`src/rtl/nibble_serial_adder_if.sv`:
```
// Request/response bus of nibble_serial_adder.
// master: the requester driving operands; slave: the serial adder itself.
interface nibble_serial_adder_if #(
   parameter int NIBBLES = 4
) ();
   localparam int W = 4 * NIBBLES;

   logic         start;
   logic [W-1:0] op_a;
   logic [W-1:0] op_b;
   logic         cin;
   logic         busy;
   logic         done;
   logic [W-1:0] result;
   logic         cout;

   modport master (
      output start, op_a, op_b, cin,
      input  busy, done, result, cout
   );

   modport slave (
      input  start, op_a, op_b, cin,
      output busy, done, result, cout
   );
endinterface

```
`src/rtl/nibble_serial_adder.sv`:
```
// nibble_serial_adder: wide unsigned add reusing one external 4-bit adder,
// one nibble per cycle, LSB nibble first, carry chained through a register.
// Optional macro NIBBLE_SERIAL_ADD_OVF_EN adds the signed overflow output ovf.
//
// state | meaning
// ------+-------------------------------------------------------------
// IDLE  | waiting for start; result/cout hold the last sum
// RUN   | one nibble through the external adder per edge
// DONE  | done pulse for one cycle, result/cout final
module nibble_serial_adder #(
   parameter int NIBBLES = 4
) (
   input  logic                    clk,
   input  logic                    rst_n,
   nibble_serial_adder_if.slave    req,
   output logic [3:0]              add_a,
   output logic [3:0]              add_b,
   output logic                    add_cin,
   input  logic [3:0]              add_sum,
   input  logic                    add_cout
`ifdef NIBBLE_SERIAL_ADD_OVF_EN
   ,
   output logic                    ovf
`endif
);
   localparam int       W    = 4 * NIBBLES;
   localparam logic [2:0] LAST = 3'(NIBBLES - 1);

   typedef enum logic [1:0] {
      S_IDLE = 2'd0,
      S_RUN  = 2'd1,
      S_DONE = 2'd2
   } state_t;

   state_t       state_q, state_d;
   logic [W-1:0] a_sh_q, a_sh_d;
   logic [W-1:0] b_sh_q, b_sh_d;
   logic         carry_q, carry_d;
   logic [2:0]   cnt_q, cnt_d;
   logic [W-1:0] result_q, result_d;
   logic         cout_q, cout_d;
   logic         busy_q, busy_d;
   logic         done_q, done_d;
   logic [W+3:0] res_shift;
`ifdef NIBBLE_SERIAL_ADD_OVF_EN
   logic         ovf_q, ovf_d;
`endif

   // Adder drive is live only in RUN so the shared adder sees zeros otherwise.
   always_comb begin
      add_a   = 4'd0;
      add_b   = 4'd0;
      add_cin = 1'b0;
      if (state_q == S_RUN) begin
         add_a   = a_sh_q[3:0];
         add_b   = b_sh_q[3:0];
         add_cin = carry_q;
      end
   end

   // Next-state and datapath update for all registers.
   always_comb begin
      state_d   = state_q;
      a_sh_d    = a_sh_q;
      b_sh_d    = b_sh_q;
      carry_d   = carry_q;
      cnt_d     = cnt_q;
      result_d  = result_q;
      cout_d    = cout_q;
      busy_d    = busy_q;
      done_d    = 1'b0;
      res_shift = {add_sum, result_q};
`ifdef NIBBLE_SERIAL_ADD_OVF_EN
      ovf_d     = ovf_q;
`endif
      case (state_q)
         S_IDLE: begin
            busy_d = 1'b0;
            if (req.start) begin
               a_sh_d  = req.op_a;
               b_sh_d  = req.op_b;
               carry_d = req.cin;
               cnt_d   = 3'd0;
               busy_d  = 1'b1;
               state_d = S_RUN;
            end
         end
         S_RUN: begin
            a_sh_d   = a_sh_q >> 4;
            b_sh_d   = b_sh_q >> 4;
            carry_d  = add_cout;
            result_d = res_shift[W+3:4];
            cnt_d    = cnt_q + 3'd1;
            if (cnt_q == LAST) begin
               cout_d  = add_cout;
`ifdef NIBBLE_SERIAL_ADD_OVF_EN
               ovf_d   = (a_sh_q[3] == b_sh_q[3]) && (add_sum[3] != a_sh_q[3]);
`endif
               done_d  = 1'b1;
               state_d = S_DONE;
            end
         end
         S_DONE: begin
            busy_d  = 1'b0;
            state_d = S_IDLE;
         end
         default: begin
            busy_d  = 1'b0;
            state_d = S_IDLE;
         end
      endcase
   end

   // FSM and datapath registers with synchronous active-low reset.
   always_ff @(posedge clk) begin
      if (!rst_n) begin
         state_q  <= S_IDLE;
         a_sh_q   <= '0;
         b_sh_q   <= '0;
         carry_q  <= 1'b0;
         cnt_q    <= 3'd0;
         result_q <= '0;
         cout_q   <= 1'b0;
         busy_q   <= 1'b0;
         done_q   <= 1'b0;
`ifdef NIBBLE_SERIAL_ADD_OVF_EN
         ovf_q    <= 1'b0;
`endif
      end else begin
         state_q  <= state_d;
         a_sh_q   <= a_sh_d;
         b_sh_q   <= b_sh_d;
         carry_q  <= carry_d;
         cnt_q    <= cnt_d;
         result_q <= result_d;
         cout_q   <= cout_d;
         busy_q   <= busy_d;
         done_q   <= done_d;
`ifdef NIBBLE_SERIAL_ADD_OVF_EN
         ovf_q    <= ovf_d;
`endif
      end
   end

   assign req.busy   = busy_q;
   assign req.done   = done_q;
   assign req.result = result_q;
   assign req.cout   = cout_q;
`ifdef NIBBLE_SERIAL_ADD_OVF_EN
   assign ovf        = ovf_q;
`endif

endmodule
```
`src/flat_wrapper.sv`:
```
// flat-port wrapper written by rule: the top's interface ports become plain ports
module nibble_serial_adder_flat 
#(
   parameter int NIBBLES = 4
)
  (clk, rst_n, add_a, add_b, add_cin, add_sum, add_cout, req_start, req_op_a, req_op_b, req_cin, req_busy, req_done, req_result, req_cout);
  nibble_serial_adder_if #(.NIBBLES(NIBBLES)) req_i ();
  input  logic clk;
  input  logic rst_n;
  output logic [3:0] add_a;
  output logic [3:0] add_b;
  output logic add_cin;
  input  logic [3:0] add_sum;
  input  logic add_cout;
  input wire logic [$bits(req_i.start)-1:0] req_start;
  input wire logic [$bits(req_i.op_a)-1:0] req_op_a;
  input wire logic [$bits(req_i.op_b)-1:0] req_op_b;
  input wire logic [$bits(req_i.cin)-1:0] req_cin;
  output wire logic [$bits(req_i.busy)-1:0] req_busy;
  output wire logic [$bits(req_i.done)-1:0] req_done;
  output wire logic [$bits(req_i.result)-1:0] req_result;
  output wire logic [$bits(req_i.cout)-1:0] req_cout;
  assign req_i.start = req_start;
  assign req_i.op_a = req_op_a;
  assign req_i.op_b = req_op_b;
  assign req_i.cin = req_cin;
  assign req_busy = req_i.busy;
  assign req_done = req_i.done;
  assign req_result = req_i.result;
  assign req_cout = req_i.cout;
  nibble_serial_adder #(.NIBBLES(NIBBLES)) u_core (.clk(clk), .rst_n(rst_n), .req(req_i), .add_a(add_a), .add_b(add_b), .add_cin(add_cin), .add_sum(add_sum), .add_cout(add_cout));
endmodule
```
`config.mk`:
```
export PLATFORM = sky130hd
export DESIGN_NAME = nibble_serial_adder_flat
export DESIGN_NICKNAME = d
export VERILOG_FILES = /design/src/rtl/nibble_serial_adder_if.sv /design/src/rtl/nibble_serial_adder.sv /design/src/flat_wrapper.sv
export SDC_FILE = /design/constraint.sdc
export NUM_CORES = 1
export LEC_CHECK = 0
export ABC_AREA = 1
export ABC_CLOCK_PERIOD_IN_PS = 1430
export BUFFER_PORTS_ARGS = -buffer_cell sky130_fd_sc_hd__buf_2
export CAP_MARGIN = 20
export CORE_ASPECT_RATIO = 1.5
export CORE_MARGIN = 4
export CORE_UTILIZATION = 28
export DETAILED_ROUTE_END_ITERATION = 10
export PLACE_DENSITY = 0.45
export RECOVER_POWER = 25
export SYNTH_ARGS = -nofsm -noshare
export SYNTH_HDL_FRONTEND = slang
export SYNTH_SLANG_ARGS = --single-unit
```
`constraint.sdc`:
```
create_clock -name clk -period 1.43 [get_ports clk]
set_input_delay 0.143 -clock clk [delete_from_list [all_inputs] [get_ports clk]]
set_output_delay 0.143 -clock clk [all_outputs]
set_load 0.02 [all_outputs]
```
==> metrics.md, run 1 <==
| Metric | Value |
|---|---|
| Status | completed |
| TritonCTS clock tree | done |
| Placement-stage cell area | ~3000 um^2 |
| Tmin final | ~1300 ps |
| Library cells used by synthesis | 18 |
| Hold path start | add_sum[1] |
| CP endpoint kind | output port |
| Post-Syn Area | 2570 um^2 |
| Dpl ws | about 140 ps |
| DR WL/cell | between 10 and 15 um |
| Die height | about 130 um |
| Worst r2r path cells | 5 |
| # IOs | slightly below 70 |
| Flops & latches, synth | 57 |
| Critical Path Start Type | flop |
| H-Tree Depth | 3 |
| Setup violators final | 0 |
| RSZ-0062 raised after global routing | no |
| Initial antenna violation count | 0 |
| VDD IR max | a little over 0.7 mV |
| Number of synthesized flops with an enable pin | 0 |
| Mapped Cells | about 400 |
| Cts bufs inserted | 9 |
| Setup TNS | 0 ps |
| Hold Path Class | primary input to flop |
| Gate power share | around 16% |
| Rel. slew slack | between 70% and 80% |
| Row cnt | 42 |
| Root Buffer | clkbuf_16 |
| Largest net degree at the start of global routing | 37 |
| GRT Util Overall | roughly an eighth |
| Horiz. Die Dim | ~86 um |
| Syn nets | ~440 |
| Register-to-register setup slack | ~160 ps |
| WHS Endpoint | u_core.req.result[13]$_SDFFE_PN0P_ |
| Total number of vias | ~2.4k |
| DRC violations left | 0 |
| Clock Path Buffers | 2 |
| Fmax | 749 MHz |
| Post-DRT Antenna Nets | 0 |
| Clk pin slew, worst setup/hold paths | about 50 ps |
| Count leader, synth | nand2_1 |
| Initial core utilization | 29.0% |
| Seq pwr share | 40.5% |
| Clock Sinks | 57 |
| Net Sw Frac | between 20% and 30% |
| ANT cells | 0 |
| Vias/cell | between 4 and 5 |
| Cell Int Power | 0.00328 W |
| Synth top cells by count | nand2_1, nor2_1, dfxtp_1, nand3_1, inv_1 |
| I/O Buffers | ~70 |
| Clk_skew | 7.35 ps |
| Area share of the largest cell type after synthesis | roughly 44% |
| Pwr/cell area | around 1300 nW/um^2 |
| Number of global-route vias before repair | about 2.3k |
| Drt pass-1 iters | 4 |
| Clock power share | about 44% |
| Biggest area consumer among synthesized cells | dfxtp_1 |
| RR Endpoint | u_core.a_sh_q[13]$_SDFFE_PN0P_ |
| Hold Path Stages | 3 |
| Mean Syn Cell Area | around 6.5 um^2 |
| Core ar. | roughly 8900 um^2 |
| Post-layout nets | ~510 |
| Final HPWL DP | 4580 um |
| Area contributors post-synth | dfxtp_1, nand2_1, nor2_1 |
| Area grow syn2layout | 30.8% |
| Hold-fix buffers at CTS | 0 |
| Synth warn | 0 |
| Die area | between 10000 and 15000 um^2 |
| Register area share after synthesis | 44.4% |
| First-pass GRT wire length | around 11000 um |
| Asr flop ratio synth | 0% |
| Main synth FF type | dfxtp_1 |
| MaxCap Viol Count | 0 |
| Total length of routed wires | about 6700 um |
| Worst slew pin tran | 432 ps |
| P_sw | ~0.0011 W |
| Clk Latency, worst-skew pair | 320 ps |
| Worst setup margin | 94.5 ps |
| Initial DRC Count | 120 |
| Worst Path Max Fanout | 23 |
| Setup CP Type | flop to output port |
| Tcrit/Tclk final | about 93% |
| Total gr overflow | 0 |
| Leak | roughly 1.6 nW |
| Share of layout cells above drive strength 1 | between 15 and 20% |
| Reg-to-Reg Start | u_core.state_q[0]$_SDFFE_PN0P_ |
| Critical Path RT | about 1300 ps |
| Gpl congestion | roughly 0.77 |
| Worst EP arrival | between 1000 and 1500 ps |
| Final hold viol count | 0 |
| Max-slew violations | 0 |
| Final Cell Area | around 3400 um^2 |
## routing by layer
metal	wire (um)	part of all wire, %	track usage, %	vias to the layer above
met4	97	1.4	5.50	0
met3	422	6.3	4.61	6
li1	-	-	-	1339
met1	2780	41	14.8	1055
met5	0	0	0	-
met2	3420	51	22.2	47
## worst max-delay path by stage
stage / from / end / slack [ps] / cells past startpoint
final: u_core.state_q[1]$_SDFFE_PN0P_ / add_b[0] / 90 / 5
after global routing: u_core.state_q[1]$_SDFFE_PN0P_ / add_b[2] / 4 / 5
after CTS: u_core.state_q[0]$_SDFFE_PN0P_ / add_b[2] / 7 / 4
after detailed placement: u_core.state_q[0]$_SDFFE_PN0P_ / u_core.req.cout$_SDFFE_PN0P_ / 140 / 5
after global placement: u_core.state_q[0]$_SDFFE_PN0P_ / u_core.req.cout$_SDFFE_PN0P_ / 170 / 5
after floorplan: u_core.state_q[0]$_SDFFE_PN0P_ / add_a[0] / 290 / 4
## per-stage QoR
stage / total power, W / util (%) / hold WS, ps / std cells
floorplan: 0.00228 / - / 297 / 395
global placement: 0.00248 / 33.9 / 397 / 558
detailed placement: 0.00249 / 33.9 / 407 / 558
CTS: 0.00450 / 37.9 / 66.0 / 573
global route: 0.00467 / 37.9 / 97.5 / 574
finish: 0.00441 / 37.9 / 78.2 / 574
## registers in the layout, summed over array words and instances (netlist names)
name / count
u_core.req.done: 1
u_core.state_q: 2
u_core.a_sh_q: 16
u_core.cnt_q: 3
u_core.carry_q: 1
u_core.req.result: 16
u_core.req.busy: 1
u_core.b_sh_q: 16
u_core.req.cout: 1
## logic make-up (layout without fill, tap and decap cells)
logic type / after synthesis / after routing / synth area share [%]
buf+inv: 57 / 126 / 10.1
fa+ha+maj: 2 / 2 / 0.973
simple gates: 249 / 249 / 38.3
compound gates: 30 / 30 / 6.28
flops: 57 / 57 / 44.4
## layout make-up
cell class              instances  area [um^2]
fillers                       998         5520
multi-input cells             281         1180
flip-flops and latches         57         1150
repair buffers                 81          512
clock buffers                  13          270
well taps                     110          138
inverters                      32          120
## worst max-delay path, cell delays in order, from the launching register on
cell     delay, ps
dfxtp_2        320
inv_2           70
nand2_4         90
buf_12         170
nor2_1          90
buf_4          140
## timing repair
| action | in CTS | in global routing |
|---|---|---|
| buffers inserted | 1 | 1 |
| cloned | 1 | 0 |
| endpoints found under the setup margin | 9 | 9 |
| gates resized for setup | 14 | 5 |
## power groups by stage
stage | sequential, W | clock (W) | combinational (W)
2_1_floorplan | 0.00185 | 0 | 0.000431
3_3_place_gp | 0.00181 | 0 | 0.000666
3_5_place_dp | 0.00182 | 0 | 0.000672
4_1_cts | 0.00179 | 0.00200 | 0.000714
5_1_grt | 0.00180 | 0.00207 | 0.000796
6_report | 0.00178 | 0.00193 | 0.000692
## layout by cell type (no fill, tap or decap), types with 4 or more instances in the layout
| cell | count |
|---|---|
| buf_12 | 4 |
| dfxtp_1 | 55 |
| inv_1 | 30 |
| nor2_1 | 95 |
| nand2_1 | 117 |
| buf_4 | 17 |
| clkbuf_1 | 20 |
| o21ai_0 | 17 |
| clkbuf_16 | 9 |
| a21oi_1 | 12 |
| nand3_1 | 34 |
| buf_2 | 40 |
(Power assumes the default switching activity.)
==> run 2, diff against run 1 <==
Settings changed: ABC_CLOCK_PERIOD_IN_PS 1430 to 1350.
Clock period 1.43 ns to 1.35 ns, I/O delays scaled along.
==> metrics.md, run 2 (synthesis results as in run 1) <==
| Metric | Value |
|---|---|
| Total number of vias | 2505 (was 2447) |
| Most common cell after layout, fill and taps aside | nand2_1 (unchanged) |
| Die height | 125 um (unchanged) |
| VDD IR max | 0.775 mV (was 0.705 mV) |
| Tcrit/Tclk final | between 90% and 100% |
| Setup TNS | 0 ps (unchanged) |
| Pwr Total | 0.00451 W (was 0.00441 W) |
| Core ar. | 8880 um^2 (unchanged) |
| Crit-path cells | nand2_8 > buf_12 > nor2_1 > buf_4 (was inv_2 > nand2_4 > buf_12 > nor2_1 > buf_4) |
| Placement-stage cell area | 3010 um^2 (about the same) |
| First-pass GRT wire length | 11000 um (was 11100 um) |
| Tmin final | approximately 1300 ps |
| Final Cell Area | 3380 um^2 (was 3360 um^2) |
| Slowest stage cell, crit path | dfxtp_4 (was dfxtp_2) |
| Setup CP Type | flop to output port (unchanged) |
| Final HPWL DP | 4620 um (was 4580 um) |
| Gpl congestion | 0.762 (was 0.773) |
| Initial core utilization | 29.0% (unchanged) |
| Rel. slew slack | 71.5% (was 71.2%) |
| Fmax | 760 MHz |
| CP endpoint kind | output port (unchanged) |
| Hold Path Class | primary input to flop (unchanged) |
| Clk pin slew, worst setup/hold paths | 50 ps (about the same) |
| MaxCap Viol Count | 0 (unchanged) |
| Worst Path Max Fanout | 11 (was 23) |
| Initial antenna violation count | 0 (unchanged) |
| DR WL/cell | 11.8 um (was 11.7 um) |
| RSZ-0062 raised after global routing | yes (was no) |
| Clk_skew | 5.99 ps (was 7.35 ps) |
| ANT cells | 0 (unchanged) |
| Fillers | 965 (was 998) |
| Setup violators final | 0 (unchanged) |
| Worst EP arrival | 1180 ps (was 1190 ps) |
| H-Tree Depth | 3 (unchanged) |
| Post-layout nets | 508 (was 505) |
| Final hold slack | 67.6 ps (was 78.2 ps) |
| Horiz. Die Dim | 86.2 um (unchanged) |
| Critical Path RT | 1220 ps (was 1290 ps) |
| Most frequent cells in the layout | nand2_1, nor2_1, dfxtp_1 (unchanged) |
| Critical Path Start Type | flop (unchanged) |
| Max-slew violations | 0 (unchanged) |
| Vias/cell | 4.35 (was 4.26) |
| I/O Buffers | 68 (unchanged) |
| Root Buffer | clkbuf_16 (unchanged) |
| Drt pass-1 iters | 4 (unchanged) |
| Final hold viol count | 0 (unchanged) |
| Leak | 1.62 nW (was 1.63 nW) |
| Row cnt | 42 (unchanged) |
| Pwr/cell area | 1340 nW/um^2 (was 1310 nW/um^2) |
| Clk Latency, worst-skew pair | 320 ps (about the same) |
| CP max stage delay | 400 ps (was 320 ps) |
| GRT Util Overall | 13.0% (was 13.1%) |
| Status | completed (unchanged) |
| Total gr overflow | 0 (unchanged) |
| TritonCTS clock tree | done (unchanged) |
| DRC violations left | 0 (unchanged) |
| Cts bufs inserted | 9 (unchanged) |
| Placed Instances | 560 (was 558) |
| Area grow syn2layout | 31.3% (was 30.8%) |
| Initial DRC Count | 194 (was 120) |
| Share of layout cells above drive strength 1 | 19.5% (was 17.5%) |
| Fin cells | 576 (was 574) |
| Number of global-route vias before repair | 2337 (was 2347) |
| Total length of routed wires | 6800 um (was 6710 um) |
| Worst slew pin tran | 427 ps (was 432 ps) |
| Clock Sinks | 57 (unchanged) |
| Die area | 10800 um^2 (unchanged) |
| Post-DRT Antenna Nets | 0 (unchanged) |
| Clock Path Buffers | 2 (unchanged) |
| # IOs | 69 (unchanged) |
| Largest net degree at the start of global routing | 37 (unchanged) |
-- run 2: cell count changes in the layout (fill, tap and decap cells not counted), sizes merged --
| cell | before | now |
|---|---|---|
| clkinv | 0 | 2 |
| clkbuf | 32 | 30 |
| buf | 61 | 64 |
| bufbuf | 1 | 0 |
-- run 2: worst paths after layout --
check	startpoint	endpoint	depth (start not counted)	slack [ps]
worst min register to register	u_core.a_sh_q[12]$_SDFFE_PN0P_	u_core.a_sh_q[12]$_SDFFE_PN0P_	2	460
worst max-delay path	u_core.state_q[0]$_SDFFE_PN0P_	add_a[0]	4	30
worst max register to register	u_core.state_q[0]$_SDFFE_PN0P_	u_core.req.cout$_SDFFE_PN0P_	5	170
worst min-delay path	add_sum[3]	u_core.req.result[15]$_SDFFE_PN0P_	3	70
-- run 2: area by class of cell --
type	instances	area, um^2	share of cell area (%)
clock buffer	10	229	6.78
multi-input combinational	281	1210	35.8
inverter	32	123	3.63
sequential	57	1150	33.9
clock inverter	2	10.0	0.296
tap	110	138	4.08
timing repair buffer	84	522	15.5
-- run 2: repair_timing --
action	CTS	global route
setup endpoints to repair	9	9
hold buffers	0	0
gates cloned	0	1
setup buffers	1	2
gates resized for setup	15	17
-- run 2: routing by layer --
| metal | share of wire, % | GRT usage (%) | up-vias | wire (um) |
|---|---|---|---|---|
| li1 | - | - | 1342 | - |
| met1 | 40 | 14.6 | 1093 | 2730 |
| met2 | 51 | 21.6 | 57 | 3490 |
| met3 | 6.2 | 4.61 | 13 | 424 |
| met4 | 2.4 | 6.33 | 0 | 162 |
| met5 | 0 | 0 | - | 0 |
-- run 2: power breakdown --
| part | internal, W | leakage (nW) | total (W) | switching, W |
|---|---|---|---|---|
| Sequential | 0.00182 | 0.472 | 0.00190 | 0.0000733 |
| Combinational | 0.000295 | 1.03 | 0.000751 | 0.000456 |
| Clock | 0.00119 | 0.120 | 0.00187 | 0.000681 |
| Total | 0.00330 | 1.62 | 0.00451 | 0.00121 |
-- run 2: through the flow --
stage | utilization, % | worst slack, ps
finish | 38.0 | 34.4
global route | 38.0 | -16.0
CTS | 37.2 | 0.675
detailed placement | 33.9 | 63.6
global placement | 33.9 | 78.8
floorplan | - | 219
-- run 2: critical path: cells and delay by family (launching register included) --
family | cells | cell delay, ps
buffers and inverters | 2 | 290
flip-flops | 1 | 400
AND/OR/NAND/NOR | 2 | 160
==> run 3, diff against run 2 <==
Settings changed: REMOVE_ABC_BUFFERS from default to 1.
==> metrics.md, run 3 (synthesis results as in run 1) <==
| Metric | Value |
|---|---|
| Final core occ | 39.6% (was 38.0%) |
| Clock Path Buffers | 2 (unchanged) |
| Initial antenna violation count | 0 (unchanged) |
| Placed Instances | 560 (unchanged) |
| Share of layout cells above drive strength 1 | 21.3% (was 19.5%) |
| Die height | 125 um (unchanged) |
| Total number of vias | 2472 (was 2505) |
| Initial core utilization | 29.0% (unchanged) |
| TritonCTS clock tree | done (unchanged) |
| Fin cells | 584 (was 576) |
| Total length of routed wires | 6690 um (was 6800 um) |
| Clk pin slew, worst setup/hold paths | 50 ps (about the same) |
| GRT Util Overall | 13.2% (was 13.0%) |
| Number of global-route vias before repair | 2420 (was 2337) |
| Clk_skew | 3.83 ps (was 5.99 ps) |
| DR WL/cell | 11.5 um (was 11.8 um) |
| # IOs | 69 (unchanged) |
| Cts bufs inserted | 9 (unchanged) |
| Root Buffer | clkbuf_16 (unchanged) |
| Fillers | 970 (was 965) |
| Status | completed (unchanged) |
| Initial DRC Count | 97 (was 194) |
| Die area | 10800 um^2 (unchanged) |
| Most frequent cells in the layout | nand2_1, nor2_1, dfxtp_1 (unchanged) |
| Busiest layer in global routing | met2 (unchanged) |
| Drt pass-1 iters | 4 (unchanged) |
| Total gr overflow | 0 (unchanged) |
| Clk Latency, worst-skew pair | 320 ps (about the same) |
| M1 GR Usage | 16.1% (was 14.6%) |
| Critical Path RT | 1220 ps (about the same) |
| Hold-fix buffers at CTS | 0 (unchanged) |
| Rel. slew slack | 70.3% (was 71.5%) |
| Area grow syn2layout | 36.7% (was 31.3%) |
| Setup violators final | 0 (unchanged) |
| Worst Path Max Fanout | 8 (was 11) |
| Leak | 1.68 nW (was 1.62 nW) |
| I/O Buffers | 68 (unchanged) |
| Max-slew violations | 0 (unchanged) |
| Row cnt | 42 (unchanged) |
| Core ar. | 8880 um^2 (unchanged) |
| DRC violations left | 0 (unchanged) |
| Grt met3 use | 3.42% (was 4.61%) |
| Crit-path cells | inv_2 > nand2_4 > buf_8 > nor2_2 > buf_4 (was nand2_8 > buf_12 > nor2_1 > buf_4) |
| MaxCap Viol Count | 0 (unchanged) |
| Slowest stage cell, crit path | dfxtp_2 (was dfxtp_4) |
| Pwr Total | 0.00478 W (was 0.00451 W) |
| Gpl congestion | 0.718 (was 0.762) |
| Grt met2 use | 21.0% (was 21.6%) |
| Tmin final | 1300 ps (was 1320 ps) |
| RSZ-0062 raised after global routing | yes (unchanged) |
| Horiz. Die Dim | 86.2 um (unchanged) |
| Hold Path Class | primary input to flop (unchanged) |
| Final HPWL DP | 4380 um (was 4620 um) |
| Most common cell after layout, fill and taps aside | nand2_1 (unchanged) |
| Setup CP Type | flop to output port (unchanged) |
| H-Tree Depth | 3 (unchanged) |
| Worst EP arrival | 1170 ps (was 1180 ps) |
| Critical Path Start Type | flop (unchanged) |
| Clock Sinks | 57 (unchanged) |
| First-pass GRT wire length | 11300 um (was 11000 um) |
| CP endpoint kind | output port (unchanged) |
| Worst slew pin tran | 445 ps (was 427 ps) |
| Tcrit/Tclk final | 96.4% (was 97.4%) |
| ANT cells | 0 (unchanged) |
| VDD IR max | 0.643 mV (was 0.775 mV) |
| Final hold viol count | 0 (unchanged) |
| Post-DRT Antenna Nets | 0 (unchanged) |
| Fmax | 768 MHz (was 760 MHz) |
| CP max stage delay | 320 ps (was 400 ps) |
| Largest net degree at the start of global routing | 31 (was 37) |
| Post-layout nets | 512 (was 508) |
| Pwr/cell area | 1360 nW/um^2 (was 1340 nW/um^2) |
| Vias/cell | 4.23 (was 4.35) |
==> run 3: cell types whose count changed in the layout (fill, tap and decap cells not counted), sizes merged <==
cell / before / now
bufbuf: 0 / 1
clkinv: 2 / 3
buf: 64 / 70
==> run 3: metal layers <==
metal	vias to the layer above	wire (um)	part of all wire, %
met5	-	0	0
met4	0	178	2.7
met3	14	275	4.1
met2	45	3130	47
met1	1062	3100	46
li1	1351	-	-
==> run 3: worst max-delay path, delay by kind of cell, from the launching register on <==
family	cells	cell delay (ps)
buffers and inverters	3	360
flip-flops	1	320
AND/OR/NAND/NOR	2	160
==> run 3: path summary, 6_finish.rpt <==
kind	slack (ps)	startpoint	endpoint	cells past startpoint
min	70	add_sum[3]	u_core.req.result[15]$_SDFFE_PN0P_	3
min reg2reg	460	u_core.a_sh_q[12]$_SDFFE_PN0P_	u_core.a_sh_q[12]$_SDFFE_PN0P_	2
max	50	u_core.state_q[1]$_SDFFE_PN0P_	add_b[2]	5
max reg2reg	120	u_core.state_q[1]$_SDFFE_PN0P_	u_core.b_sh_q[9]$_SDFFE_PN0P_	8
==> run 3: power by group <==
group	total, W	switching (W)	internal [W]
sequential	0.00189	0.0000665	0.00182
clock	0.00208	0.000747	0.00133
combinational	0.000813	0.000477	0.000336
total	0.00478	0.00129	0.00349
==> run 3: stage by stage <==
step | area [um^2] | setup WS [ps] | hold WS (ps) | TNS [ps]
2_1_floorplan | 2430 | -722 | 261 | -32810
3_3_place_gp | 3050 | 151 | 385 | 0
3_5_place_dp | 3050 | 104 | 399 | 0
4_1_cts | 3440 | 0.783 | 53.8 | 0
5_1_grt | 3510 | -24.0 | 81.8 | -143
6_report | 3510 | 48.0 | 67.8 | 0
==> run 3: layout make-up <==
cell class / instances / area (um^2) / share of cell area [%]
Inverter: 32 / 120 / 3.42
Tap cell: 110 / 138 / 3.92
Multi-Input combinational cell: 281 / 1230 / 35.1
Clock buffer: 13 / 260 / 7.40
Timing Repair Buffer: 88 / 602 / 17.1
Sequential cell: 57 / 1150 / 32.6
Clock inverter: 3 / 15.0 / 0.427
==> run 3: repair_timing <==
item	CTS	global route
setup buffers	6	1
pin swaps	1	2
gates cloned	1	0
gates resized for setup	12	26
endpoints found under the setup margin	9	12
